### src/rtl/bch_dec_ctrl.sv
// bch_dec_ctrl: one-frame-in-flight sequencer for the BCH(15,7) t=2 decoder.
// Runs the syndrome, key-equation and Chien stages in order using start/done
// handshakes. It checks the located error count against the locator degree,
// applies the correction and holds the result until the consumer takes it.
// Optional build macro: BCH_CTRL_STATS_EN adds saturating statistics counters.
module bch_dec_ctrl #(
  parameter int unsigned STAGE_TIMEOUT = 64,
  parameter int unsigned CNT_W         = 16
) (
  input  logic              clk,
  input  logic              rst,
  input  logic              in_valid,
  output logic              in_ready,
  input  logic [14:0]       in_codeword,
  output logic              syn_start,
  output logic [14:0]       syn_word,
  input  logic              syn_done,
  input  logic [3:0]        S1,
  input  logic [3:0]        S2,
  input  logic [3:0]        S3,
  output logic              key_start,
  input  logic              key_done,
  input  logic [3:0]        lambda1,
  input  logic [3:0]        lambda2,
  output logic              chien_start,
  input  logic              chien_done,
  input  logic [14:0]       error_vector,
  output logic              out_valid,
  input  logic              out_ready,
  output logic [14:0]       out_codeword,
  output logic [1:0]        out_status,
  output logic [1:0]        out_nerr
`ifdef BCH_CTRL_STATS_EN
  ,
  output logic [CNT_W-1:0]  stat_frames,
  output logic [CNT_W-1:0]  stat_corrected,
  output logic [CNT_W-1:0]  stat_uncorr,
  output logic [CNT_W-1:0]  stat_timeout
`endif
);

  localparam int unsigned TW = $clog2(STAGE_TIMEOUT + 1);

  localparam logic [1:0] ST_CLEAN   = 2'd0;
  localparam logic [1:0] ST_CORR    = 2'd1;
  localparam logic [1:0] ST_UNCORR  = 2'd2;
  localparam logic [1:0] ST_TIMEOUT = 2'd3;

  typedef enum logic [2:0] {
    IDLE,
    SYND,
    KEY,
    SEARCH,
    CORR,
    OUT
  } state_t;

  state_t      state_q, state_d;
  logic [TW-1:0] tcnt_q, tcnt_d;
  logic [14:0] word_q, word_d;
  logic [14:0] ev_q, ev_d;
  logic [1:0]  deg_q, deg_d;
  logic [14:0] ocw_q, ocw_d;
  logic [1:0]  ost_q, ost_d;
  logic [1:0]  onerr_q, onerr_d;

  logic        first_cyc;
  logic        tmo_hit;
  logic [1:0]  key_deg;
  logic [3:0]  popcnt;

  // The stage counter is cleared on stage entry, so zero marks the start cycle.
  assign first_cyc = (tcnt_q == '0);
  assign tmo_hit   = (tcnt_q == TW'(STAGE_TIMEOUT - 1));

  assign in_ready    = (state_q == IDLE);
  assign syn_start   = (state_q == SYND)   && first_cyc;
  assign key_start   = (state_q == KEY)    && first_cyc;
  assign chien_start = (state_q == SEARCH) && first_cyc;
  assign out_valid   = (state_q == OUT);
  assign syn_word     = word_q;
  assign out_codeword = ocw_q;
  assign out_status   = ost_q;
  assign out_nerr     = onerr_q;

  // Locator degree derived from the lambda coefficients.
  always_comb begin
    key_deg = 2'd0;
    if (lambda2 != '0)      key_deg = 2'd2;
    else if (lambda1 != '0) key_deg = 2'd1;
  end

  // Number of located error positions in the registered error vector.
  always_comb begin
    popcnt = '0;
    for (int unsigned i = 0; i < 15; i++) begin
      popcnt = popcnt + 4'(ev_q[i]);
    end
  end

  // Next-state and result computation for the frame sequencer.
  always_comb begin
    state_d = state_q;
    tcnt_d  = tcnt_q;
    word_d  = word_q;
    ev_d    = ev_q;
    deg_d   = deg_q;
    ocw_d   = ocw_q;
    ost_d   = ost_q;
    onerr_d = onerr_q;
    case (state_q)
      IDLE: begin
        tcnt_d = '0;
        if (in_valid) begin
          word_d  = in_codeword;
          state_d = SYND;
        end
      end
      SYND: begin
        tcnt_d = tcnt_q + 1'b1;
        if (!first_cyc && syn_done) begin
          tcnt_d = '0;
          if (S1 == '0 && S2 == '0 && S3 == '0) begin
            state_d = OUT;
            ocw_d   = word_q;
            ost_d   = ST_CLEAN;
            onerr_d = 2'd0;
          end else begin
            state_d = KEY;
          end
        end else if (tmo_hit) begin
          state_d = OUT;
          ocw_d   = word_q;
          ost_d   = ST_TIMEOUT;
          onerr_d = 2'd0;
        end
      end
      KEY: begin
        tcnt_d = tcnt_q + 1'b1;
        if (!first_cyc && key_done) begin
          tcnt_d = '0;
          deg_d  = key_deg;
          if (key_deg == 2'd0) begin
            state_d = OUT;
            ocw_d   = word_q;
            ost_d   = ST_UNCORR;
            onerr_d = 2'd0;
          end else begin
            state_d = SEARCH;
          end
        end else if (tmo_hit) begin
          state_d = OUT;
          ocw_d   = word_q;
          ost_d   = ST_TIMEOUT;
          onerr_d = 2'd0;
        end
      end
      SEARCH: begin
        tcnt_d = tcnt_q + 1'b1;
        if (!first_cyc && chien_done) begin
          tcnt_d  = '0;
          ev_d    = error_vector;
          state_d = CORR;
        end else if (tmo_hit) begin
          state_d = OUT;
          ocw_d   = word_q;
          ost_d   = ST_TIMEOUT;
          onerr_d = 2'd0;
        end
      end
      CORR: begin
        state_d = OUT;
        if (popcnt == {2'b00, deg_q}) begin
          ocw_d   = word_q ^ ev_q;
          ost_d   = ST_CORR;
          onerr_d = deg_q;
        end else begin
          ocw_d   = word_q;
          ost_d   = ST_UNCORR;
          onerr_d = 2'd0;
        end
      end
      OUT: begin
        if (out_ready) state_d = IDLE;
      end
      default: state_d = IDLE;
    endcase
  end

  // State and datapath registers with synchronous reset.
  always_ff @(posedge clk) begin
    if (rst) begin
      state_q <= IDLE;
      tcnt_q  <= '0;
      word_q  <= '0;
      ev_q    <= '0;
      deg_q   <= '0;
      ocw_q   <= '0;
      ost_q   <= '0;
      onerr_q <= '0;
    end else begin
      state_q <= state_d;
      tcnt_q  <= tcnt_d;
      word_q  <= word_d;
      ev_q    <= ev_d;
      deg_q   <= deg_d;
      ocw_q   <= ocw_d;
      ost_q   <= ost_d;
      onerr_q <= onerr_d;
    end
  end

`ifdef BCH_CTRL_STATS_EN
  logic [CNT_W-1:0] frames_q, corr_q, uncorr_q, tmo_q;
  logic             hs;

  assign hs             = out_valid && out_ready;
  assign stat_frames    = frames_q;
  assign stat_corrected = corr_q;
  assign stat_uncorr    = uncorr_q;
  assign stat_timeout   = tmo_q;

  // Saturating per-status counters, advanced on each result handshake.
  always_ff @(posedge clk) begin
    if (rst) begin
      frames_q <= '0;
      corr_q   <= '0;
      uncorr_q <= '0;
      tmo_q    <= '0;
    end else if (hs) begin
      if (frames_q != '1) frames_q <= frames_q + 1'b1;
      if (ost_q == ST_CORR    && corr_q   != '1) corr_q   <= corr_q + 1'b1;
      if (ost_q == ST_UNCORR  && uncorr_q != '1) uncorr_q <= uncorr_q + 1'b1;
      if (ost_q == ST_TIMEOUT && tmo_q    != '1) tmo_q    <= tmo_q + 1'b1;
    end
  end
`else
  logic unused_cnt_w;
  assign unused_cnt_w = (CNT_W == 0);
`endif

endmodule
### config.mk
export PLATFORM = sky130hd
export DESIGN_NAME = bch_dec_ctrl
export DESIGN_NICKNAME = d
export VERILOG_FILES = /design/src/rtl/bch_dec_ctrl.sv
export SDC_FILE = /design/constraint.sdc
export NUM_CORES = 1
export LEC_CHECK = 0
export ABC_CLOCK_PERIOD_IN_PS = 5100
export BUFFER_PORTS_ARGS = -buffer_cell sky130_fd_sc_hd__buf_2
export CAP_MARGIN = 20
export CORE_UTILIZATION = 45
export DETAILED_ROUTE_END_ITERATION = 16
export GPL_TIMING_DRIVEN = 0
export PLACE_DENSITY = 0.81
export SLEW_MARGIN = 0
export SYNTH_ARGS = -nofsm -noshare
export SYNTH_HDL_FRONTEND = slang
export SYNTH_SLANG_ARGS = --single-unit
export TNS_END_PERCENT = 20
### constraint.sdc
create_clock -name clk -period 5.1 [get_ports clk]
set_clock_uncertainty 0.1 [all_clocks]
set_input_delay 0.765 -clock clk [delete_from_list [all_inputs] [get_ports clk]]
set_output_delay 0.765 -clock clk [all_outputs]
set_load 0.01 [all_outputs]
After elaboration in Yosys (flattened, before gate mapping)
Cells that the tools add are included.
- add/subtract/negate cells: 15
- reduce and logical (&&, ||, !) cells: 24
- muxes and demuxes: 38
- bitwise logic cells: 1
- equality and inequality tests: 12
- operators by type and width (kind ; number):
    15-bit 2-to-1 mux ; 7
    15-bit one-hot mux with 4 select lines ; 1
    4-bit by 1-bit adder with 4-bit output ; 11
    2-bit 2-to-1 mux ; 14
    7-bit one-hot mux with 4 select lines ; 1
    3-bit 2-to-1 mux ; 8
    7-bit 2-to-1 mux ; 3
    3-bit one-hot mux with 6 select lines ; 1
    2-bit one-hot mux with 4 select lines ; 2
    4-bit nonzero test ; 4
    15-bit XOR ; 1
    4-bit logical NOT ; 3
    1-bit logical AND ; 8
    2-bit AND reduction ; 4
    7-bit by 1-bit adder with 7-bit output (second input constant) ; 1
    7-bit by 6-bit equality test with 1-bit output (second input constant) ; 1
    7-bit logical NOT ; 1
    3-bit by 2-bit equality test with 1-bit output (second input constant) ; 2
    3-bit equality test (second input constant) ; 2
    3-bit by 2-bit inequality test with 1-bit output (second input constant) ; 2
    3-bit by 1-bit adder with 4-bit output ; 1
    4-bit by 2-bit equality test with 1-bit output ; 1
    2-bit inequality test (second input constant) ; 2
    4-bit AND reduction ; 1
    8 further kinds ; 8
- logic and storage cells: 98
- bits of input ports: 57
- register bits: 61

Longest topological paths before layout
- depth after elaboration: 17
- mapped depth: 15

Least setup slack after synthesis
No wires, ideal clock.
- path type: reg-to-reg
- start point: reg ev_q[0]
- end point: reg ocw_q[14], in the netlist out_codeword[14]
- path buffers: 1
- library setup time: 0.091 ns
- cell stages (with the launch flop): 16
- setup slack: 0.188 ns
- clock period less this slack: 4.912 ns
- required time: 4.909 ns
- arrival: 4.721 ns
- cells stage by stage: dfxtp_1 -> inv_1 -> fa_1 -> inv_1 -> fa_1 -> fa_1 -> inv_1 -> fa_1 -> fa_1 -> fa_1 -> xnor2_1 -> or3_1 -> clkbuf_1 -> nor3_2 -> a211oi_1 -> a311oi_1
- word-level cells in the longest chain between the ends: 17
- ends and longest elaborated chain (item ; line ; text):
    start: declaration ; 61 ; logic [14:0] ev_q, ev_d;
    start signal: assignment ; 205 ; ev_q <= ev_d;
    1-bit by 1-bit adder with 2-bit output ; 97 ; popcnt = popcnt + 4'(ev_q[i]);
    2-bit by 1-bit adder with 3-bit output ; 97 ;
    3-bit by 1-bit adder with 4-bit output ; 97 ;
    4-bit by 1-bit adder with 4-bit output (11 in series) ; 97 ;
    4-bit by 2-bit equality test with 1-bit output ; 173 ; if (popcnt == {2'b00, deg_q}) begin
    15-bit 2-to-1 mux ; 173 ;
    15-bit one-hot mux with 4 select lines ; 111 ; case (state_q)
    end signal: assignment ; 207 ; ocw_q <= ocw_d;
    end: declaration ; 63 ; logic [14:0] ocw_q, ocw_d;
Every way passes these cells.
A chain may end at the register's enable or synchronous reset.

Final worst setup path
- start point: reg ev_q[3]
- end point: reg ocw_q[13], in the netlist out_codeword[13]
- word-level cells in the longest chain between the ends: 15
- ends and longest elaborated chain (item ; line):
    3-bit by 1-bit adder with 4-bit output ; 97
    4-bit by 1-bit adder with 4-bit output (11 in series) ; 97
    4-bit by 2-bit equality test with 1-bit output ; 173
    15-bit 2-to-1 mux ; 173
    15-bit one-hot mux with 4 select lines ; 111
Every way passes these cells.

==> run metrics <==
Die Wd=approximately 96 um; Slew Limit Fails=0; status=finished clean; Worst Tran Pin Value=between 0.8 and 0.9 ns; ant diodes=0; DRC Markers=0; sequential element share of the synthesized area=0.305; routability cong.=approximately 0.92; EDFF count, synth=0; first-pass GRT wire length=between 20,000 and 25,000 um; Worst setup SP type=register; fill count=800; CTS tree=built; drt total wl=13,300 um; CTS Hold Bufs=0; CP required=around 5.3 ns; GRT Total Usage=0.290; htree depth=3; Crit Path Class=reg -> reg; Via density=around 6.4; final antenna-violating net count=0; Core Rows=34; Pwr Density=227 nW/um^2; final-report hold violation count=0; area of the multi-input gates=approximately 2700 sq um; vias in the first global route=between 4,000 and 5,000; Mapped Cells=~520; yosys warns=0; crit path DAT=~5.2 ns; R2R depth=14; Crit Reg-Reg Endpoint=out_codeword[13]; Post-synth ARST share=0; Setup violations, final=0; Final period util=0.996; Synth Net Count=594; Hold WC Path Type=reg -> reg; I/O pins=96; clk slew on worst S/H paths=around 0.080 ns; Slew HR=0.459; Clock Tree Root=clkbuf_8; port bufs=94; CTS max path bufs=2; initial antenna violation count=0; share of cells above drive strength 1=0.261; maxcap violations=0; WHS=roughly 0.35 ns; CP startpoint=ev_q[3]; maximum vdd drop=roughly 0.00013 V; Lkg Pwr=about 1.8 nW; prevailing post-synth register cell=dfxtp_1; Util after Layout=0.578; synth unique cells=61; Die Ht=96.3 um; RSZ-0062 raised after global routing=true; TritonCTS Sinks=slightly above 60; Fmax=approximately 200 MHz; Initial DRC Count=between 400 and 500; pin count of the biggest net entering global routing=16; worst setup path end=out_codeword[13]; FF-to-FF Start=ev_q[3]; gr ovfl total=0; drt pass-1 iters=5; mapped cell area=between 4000 and 5000 sq um; Seq cells post-synth=61; Worst Setup End Kind=register; WL per Instance=about 18 um; core area=slightly below 9000 sq um; Power Total=1.14 mW; FF+latch area=~1200 sq um; initial core utilization=0.461; Register-to-Register Setup Slack=0.02 ns; Vias=between 4,000 and 5,000; die area=roughly 9300 sq um; nets@finish=approximately 700; Area Growth Syn to Fin=25.4%; crit path time final=between 5 and 6 ns; worst skew pair latency=between 0.3 and 0.4 ns; crit path max fanout=5; synthesized area per cell=7.65 sq um; cts bufs inserted=9; Final HPWL DP=slightly below 10,000 um
-- cells by family (layout without fill, tap and decap cells) --
family          after synthesis  after routing  synth area share
simple gates                195            196             0.244
compound gates              181            181             0.308
buf+inv                      67            180            0.0685
flops                        61             61             0.305
fa+ha+maj                    14             14            0.0626
xor+xnor                      3              3           0.00657
mux                           2              2           0.00500
-- cell usage after synthesis, drive strengths merged, types with 2 or more instances --
library cell | instances | area [sq um]
nand2 | 82 | 308
or2 | 3 | 18.8
xnor2 | 2 | 17.5
fa | 10 | 200
o211a | 3 | 37.5
nor2b | 3 | 18.8
clkbuf | 28 | 105
inv | 27 | 101
nand4 | 9 | 56.3
a311oi | 26 | 228
ha | 4 | 50.1
or4 | 2 | 15.0
a21o | 9 | 67.6
o22ai | 3 | 25.0
buf | 11 | 63.8
nand3b | 3 | 22.5
o32ai | 6 | 52.6
nand3 | 28 | 140
and2 | 3 | 18.8
o21ai | 29 | 156
dfxtp | 61 | 1220
a211oi | 23 | 173
nor4 | 17 | 113
a21boi | 11 | 82.6
or3 | 3 | 18.8
o211ai | 4 | 35.0
nor3 | 8 | 56.3
a31oi | 3 | 18.8
a21oi | 54 | 270
nor2 | 16 | 60.1
mux2i | 2 | 20.0
nand2b | 13 | 81.3
-- timing repair --
action                     in CTS  in global routing
buffers inserted                2                  3
pin swaps                       2                 19
gates cloned                    0                  1
gates resized for setup         5                 29
setup endpoints to repair      19                 17
-- critical path: stages (launching register included) --
cell,delay [ns]
dfxtp_2,0.36
inv_2,0.04
fa_1,0.55
inv_1,0.06
fa_1,0.48
fa_1,0.51
inv_2,0.04
fa_1,0.48
fa_2,0.39
fa_1,0.52
xnor2_2,0.20
or3_2,0.57
nor4_2,0.33
a211oi_2,0.09
a311oi_1,0.26
-- placed cells by master, fill, tap and decap left out, types with 10 or more instances in the layout --
master | Yosys | routed
a21boi_1 | 10 | 10
a311oi_1 | 26 | 25
o21ai_0 | 22 | 22
inv_1 | 27 | 24
clkbuf_1 | 28 | 25
nand2b_1 | 13 | 13
a211oi_1 | 23 | 20
clkbuf_8 | 0 | 10
a21oi_1 | 54 | 54
nand2_1 | 82 | 82
nand3_1 | 28 | 28
nor2_1 | 16 | 16
buf_2 | 9 | 104
dfxtp_1 | 61 | 57
-- metal layers --
layer	GRT usage	wire length, um	vias up
met1	0.359	5100	2193
met3	0.0529	1340	69
met4	0.143	599	0
li1	-	-	2154
met2	0.482	6250	352
met5	0	0	-
-- where the power goes --
| group | internal (mW) | switching, mW |
|---|---|---|
| Sequential | 0.493 | 0.0232 |
| Combinational | 0.0702 | 0.0998 |
| Clock | 0.242 | 0.212 |
-- registers in the layout, summed over array words and instances, names as in the netlist --
name and cells:
out_codeword 15, syn_word 15, deg_q 2, out_status 2, ev_q 15, state_q 3
out_nerr 2, tcnt_q 7
-- metrics by stage --
| stage | instance area [sq um] | worst slack, ns | std cells | TNS [ns] |
|---|---|---|---|---|
| floorplan | 4000 | 0.188 | 523 | 0 |
| global placement | 4610 | -0.210 | 725 | -2.34 |
| detailed placement | 4610 | -0.387 | 725 | -4.82 |
| CTS | 4850 | 0.0613 | 741 | 0 |
| global route | 5020 | -0.126 | 745 | -1.24 |
| finish | 5020 | 0.0219 | 745 | 0 |
-- area by class of cell --
type                            count  area share
Buffer                             37      0.0324
Clock buffer                       10      0.0274
Clock inverter                      6      0.0142
Inverter                           28      0.0209
Multi-Input combinational cell    396       0.528
Sequential cell                    61       0.245
Tap cell                          108      0.0269
Timing Repair Buffer               99       0.104
-- worst min path at each step --
stage	from	end	slack, ns	depth (start not counted)
floorplan	deg_q[0]	deg_q[0]	0.36	2
global placement	out_nerr[1]	out_nerr[1]	0.34	2
detailed placement	out_nerr[0]	out_nerr[0]	0.34	2
CTS	out_nerr[0]	out_nerr[0]	0.35	2
global route	out_nerr[0]	out_nerr[0]	0.37	2
finish	out_nerr[0]	out_nerr[0]	0.35	2
Power figures use the tool's default switching activity.
